`config.mk`:
```
export PLATFORM = sky130hd
export DESIGN_NAME = alu_result_stage
export DESIGN_NICKNAME = d
export VERILOG_FILES = /design/src/rtl/alu_result_stage.sv
export SDC_FILE = /design/constraint.sdc
export NUM_CORES = 1
export LEC_CHECK = 0
export CORE_ASPECT_RATIO = 0.75
export CORE_UTILIZATION = 45
export CTS_BUF_LIST = sky130_fd_sc_hd__clkbuf_8
export DETAILED_ROUTE_END_ITERATION = 8
export GPL_TIMING_DRIVEN = 0
export PLACE_DENSITY = 0.71
export SLEW_MARGIN = 20
export SYNTH_ARGS = -nofsm -noshare
export SYNTH_HDL_FRONTEND = slang
export SYNTH_SLANG_ARGS = --single-unit
export TNS_END_PERCENT = 1
```
`constraint.sdc`:
```
create_clock -name clk -period 3.7 [get_ports clk]
set_clock_uncertainty 0.05 [all_clocks]
set_input_delay 1.11 -clock clk [delete_from_list [all_inputs] [get_ports clk]]
set_output_delay 1.11 -clock clk [all_outputs]
set_load 0.01 [all_outputs]
```
`src/rtl/alu_result_stage.sv`:
```
// alu_result_stage: derives Z/N/C/V for each ALU result and queues result+flags toward writeback,
// with a sticky overflow flag and a wrapping accepted-result counter.
module alu_result_stage #(
    parameter int DEPTH = 2,
    parameter int CNT_W = 16
) (
    input  logic             clk,
    input  logic             rst_n,
    input  logic             in_valid,
    output logic             in_ready,
    input  logic [7:0]       in_sum,
    input  logic             in_cout,
    input  logic [2:0]       in_op,
    input  logic             in_a_msb,
    input  logic             in_b_msb,
    output logic             out_valid,
    input  logic             out_ready,
    output logic [7:0]       out_data,
    output logic [3:0]       out_flags,
    input  logic             clr_sticky,
    output logic             sticky_v,
    output logic [CNT_W-1:0] res_cnt
);
    localparam int AW = $clog2(DEPTH);

    logic [7:0]    mem_data  [DEPTH];
    logic [3:0]    mem_flags [DEPTH];
    logic [AW-1:0] wr_ptr, rd_ptr;
    logic [AW:0]   count;
    logic [7:0]    last_data;
    logic [3:0]    last_flags;
    logic          push, pop, flag_z, flag_n, flag_c, flag_v;
    logic [3:0]    flags;

    always_comb begin
        flag_z = in_sum == 8'd0;
        flag_n = in_sum[7];
        flag_c = (in_op <= 3'd2) & in_cout;
        // signed overflow depends on which operand is the minuend
        flag_v = in_op == 3'd0 ? (in_a_msb == in_b_msb) && (in_sum[7] != in_a_msb) :
                 in_op == 3'd1 ? (in_a_msb != in_b_msb) && (in_sum[7] != in_a_msb) :
                 in_op == 3'd2 ? (in_a_msb != in_b_msb) && (in_sum[7] != in_b_msb) : 1'b0;
        flags  = {flag_z, flag_n, flag_c, flag_v};
    end

    assign in_ready  = count < (AW+1)'(DEPTH);
    assign out_valid = count != '0;
    assign push      = in_valid & in_ready;
    assign pop       = out_valid & out_ready;
    // when empty the outputs show the most recently popped entry
    assign out_data  = out_valid ? mem_data[rd_ptr]  : last_data;
    assign out_flags = out_valid ? mem_flags[rd_ptr] : last_flags;

    always_ff @(posedge clk or negedge rst_n) begin
        if (!rst_n) begin
            for (int i = 0; i < DEPTH; i++) begin
                mem_data[i]  <= '0;
                mem_flags[i] <= '0;
            end
            wr_ptr     <= '0;
            rd_ptr     <= '0;
            count      <= '0;
            last_data  <= '0;
            last_flags <= '0;
            sticky_v   <= 1'b0;
            res_cnt    <= '0;
        end else begin
            if (push) begin
                mem_data[wr_ptr]  <= in_sum;
                mem_flags[wr_ptr] <= flags;
                wr_ptr            <= wr_ptr + AW'(1);
                res_cnt           <= res_cnt + CNT_W'(1);
            end
            if (pop) begin
                last_data  <= mem_data[rd_ptr];
                last_flags <= mem_flags[rd_ptr];
                rd_ptr     <= rd_ptr + AW'(1);
            end
            count <= count + (AW+1)'(push) - (AW+1)'(pop);
            sticky_v <= (push && flag_v) ? 1'b1 : clr_sticky ? 1'b0 : sticky_v;
        end
    end
endmodule

```
==> impl_metrics.py <==
metrics = {
    "outcome": {
        "outcome": "complete, no violations",
    },
    "sta": {
        "setup_slack_ns": 0.228,
        "post-route-period-util_pct": 93.8,
        "fin_hold_ws_ns": 0.423,
        "finalSetupViolCount": 0,
        "worst_slew_pin_slew_ns": 0.669,
        "hold_viol_final": 0,
        "drv_slew": 0,
        "rsz0062_at_grt": "false",
        "relSlewSlack_pct": 55.4,
        "clock.fmax_ghz": 0.288,
        "setup_tns_ns": 0,
        "finalCriticalPeriod_ns": 3.47,
    },
    "worst_setup_path": {
        "startpoint_type": "flip-flop",
        "path_cells": "or2_2 > buf_2 > clkbuf_1 > a21oi_1 > buf_4 > clkdlybuf4s50_1",
        "end_kind": "output pin",
        "path_class": "flip-flop to output pin",
        "critical_path.top_delay_family": "buffers and inverters",
        "worstPathBufferInverterCount": 4,
        "slowest_delay_ns": 0.52,
        "crit_slowest_cell": "clkdlybuf4s50_1",
        "cp_max_fo": 10,
        "crit_arrival_ns": 2.31,
        "required_ns": 2.54,
    },
    "global_route": {
        "grt_max_degree": 55,
        "grt_usage_pct": 20.0,
        "grt_pass1_vias": 1671,
        "grt-ovfl-total": 0,
        "antenna_found_initial": 0,
        "grt_pass1_wl_microns": 8460,
    },
    "clocking": {
        "cts_made_buffers": 5,
        "htree_levels": 2,
        "cts_tree": "yes",
        "path_clk_slew_ns": 0.09,
        "hold_buffers": 0,
        "ctsRootBufferMaster": "clkbuf_8",
        "cts_setup_buffers": 0,
        "clock_latency_ns": 0.30,
        "cts_buffer_depth": 2,
        "cts.sinks": 54,
        "cts_resized": 0,
    },
    "routing": {
        "dr.pass1.iters": 4,
        "viasPerCell": 4.95,
        "routed_wl_microns": 4910,
        "routedWlPerCell_microns": 13.3,
        "dr.first_iter.drc_count": 77,
        "drc_errors": 0,
        "ant_nets": 0,
        "vias": 1820,
    },
    "power_and_ir_drop": {
        "power.density_nw_per_um2": 755,
        "peakVddDrop_uv": 276,
        "switching_share_pct": 36.0,
        "pwr-share-comb_pct": 46.3,
        "p_clk_share_pct": 14.2,
        "power.leakage_nw": 1.42,
        "power_mw": 2.36,
        "seqPwrFrac_pct": 39.6,
        "total_switching_power_uw": 847,
        "p_int_mw": 1.51,
    },
    "logic_synthesis": {
        "synth_area_leader_cell": "dfrtp_1",
        "synth.distinct_cells": 32,
        "synth_top_cell_area_share_pct": 55.1,
        "yosysSeqAreaShare_pct": 55.1,
        "synth_nets": 261,
        "synthTopCellsByArea": "dfrtp_1, nand2_1, xnor2_1, mux2i_1, mux2_2",
        "syn_area_per_cell_sq_um": 10.3,
        "synth_cells": 239,
        "synth-seq-cells": 54,
        "synth_edf_count": 0,
        "synth_warnings": 0,
        "syn_area_sq_um": 2450,
        "synth_ff_type": "dfrtp_1",
        "async_flop_share_pct": 100,
        "synth.cells.most_frequent": "dfrtp_1, nand2_1, nor2_1, o21ai_0, xnor2_1",
    },
    "die": {
        "start_util_pct": 48.4,
        "pin_count": 50,
        "num_rows": 22,
        "die_area_sq_um": 5750,
        "core_sq_um": 5060,
        "die_w_microns": 87.3,
        "fp.dieH_microns": 65.9,
    },
    "layout": {
        "fill_cells": 471,
        "diodes": 0,
        "final_area_sq_um": 3120,
        "drive_gt1_share_pct": 9.12,
        "syn_to_final_growth_pct": 27.3,
        "nets": 317,
    },
    "place": {
        "hpwl_microns": 3560,
        "gp_congestion": 0.761,
        "post-place-ws_ns": 0.550,
        "port-buffer-count": 49,
        "place_area_sq_um": 3030,
    },
    "min_path": {
        "hp-class": "flip-flop to flip-flop",
    },
    "job": {
        "maxCapViolCount": 0,
    },
}
-- flip-flops by register name, summed over array words and instances (netlist names) --
| name | flops |
|---|---|
| sticky_v | 1 |
| mem_data | 14 |
| last_data | 7 |
| rd_ptr | 1 |
| res_cnt | 16 |
| mem_flags | 8 |
| wr_ptr | 1 |
| count | 2 |
| last_flags | 4 |
-- power groups by stage --
stage	combinational, mW	clock, mW	sequential (mW)
6_report	1.09	0.334	0.932
5_1_grt	1.21	0.372	0.962
4_1_cts	1.10	0.345	0.934
3_5_place_dp	1.10	0	0.946
3_3_place_gp	1.08	0	0.940
2_1_floorplan	0.609	0	0.929
-- layout make-up --
type	count	area, sq um	share of cell area [%]
plain buffers	10	53.8	1.72
clock buffers	6	82.6	2.64
clock inverters	2	8.76	0.280
inverters	6	25.0	0.801
multi-input cells	169	1020	32.8
flip-flops and latches	54	1350	43.3
well taps	72	90.1	2.88
repair buffers	49	488	15.6
-- worst register-to-register path: stages (launching register included) --
cell	delay [ns]
dfrtp_1	0.45
or2_2	0.29
buf_2	0.16
nand2_1	0.16
buf_4	0.20
inv_1	0.05
ha_1	0.26
inv_1	0.04
ha_1	0.17
xnor2_1	0.13
xnor2_1	0.12
-- logic make-up after synthesis --
logic type | Yosys count | share of synthesized area (%)
flip-flops | 54 | 55.1
multiplexers | 20 | 8.57
buffers and inverters | 16 | 3.21
adder cells (fa/ha/maj) | 3 | 1.53
AND/OR/NAND/NOR | 96 | 18.0
AO/OA/AOI/OAI | 31 | 6.88
XOR/XNOR | 19 | 6.78
-- path summary, 6_finish.rpt --
path,from,endpoint,slack [ns],depth (start not counted)
setup / recovery,count[1],out_flags[2],0.23,6
hold / removal,res_cnt[15],res_cnt[15],0.42,1
setup reg to reg,count[1],count[1],1.51,10
hold reg to reg,res_cnt[15],res_cnt[15],0.42,1
max in group asynchronous,rst_n,res_cnt[3],2.37,1
min in group asynchronous,rst_n,mem_data[6],0.78,1
-- metrics by stage --
step | utilization (%) | std cells
floorplan | - | 239
global placement | 59.9 | 360
detailed placement | 59.9 | 360
CTS | 61.7 | 368
global route | 61.7 | 368
finish | 61.7 | 368
-- metal layers --
metal  global-route usage [%]  vias up  wire length (microns)
met2                     27.0       46                   2130
met1                     30.5      866                   2470
met4                     7.99        0                     40
met5                        0        -                      0
li1                         -      906                      -
met3                     4.62        2                    273
-- cells in the final DEF (no fill, tap or decap), types with 2 or more instances in the layout --
cell type | Yosys | routed
nand2_1 | 54 | 54
dfrtp_1 | 54 | 54
clkdlybuf4s50_1 | 0 | 48
nor2_1 | 16 | 16
xnor2_1 | 15 | 15
o21ai_0 | 15 | 15
mux2i_1 | 12 | 12
a21oi_1 | 11 | 11
mux2_2 | 8 | 8
nand3_1 | 8 | 8
inv_1 | 5 | 6
clkbuf_8 | 0 | 6
buf_2 | 4 | 4
buf_4 | 3 | 4
xor2_1 | 4 | 4
clkbuf_1 | 3 | 3
nor2b_1 | 3 | 3
nand4_1 | 3 | 3
ha_1 | 3 | 3
nand2b_1 | 2 | 2
o31ai_1 | 2 | 2
nor4_1 | 2 | 2
Note: power is estimated with default switching activity, not from simulation.
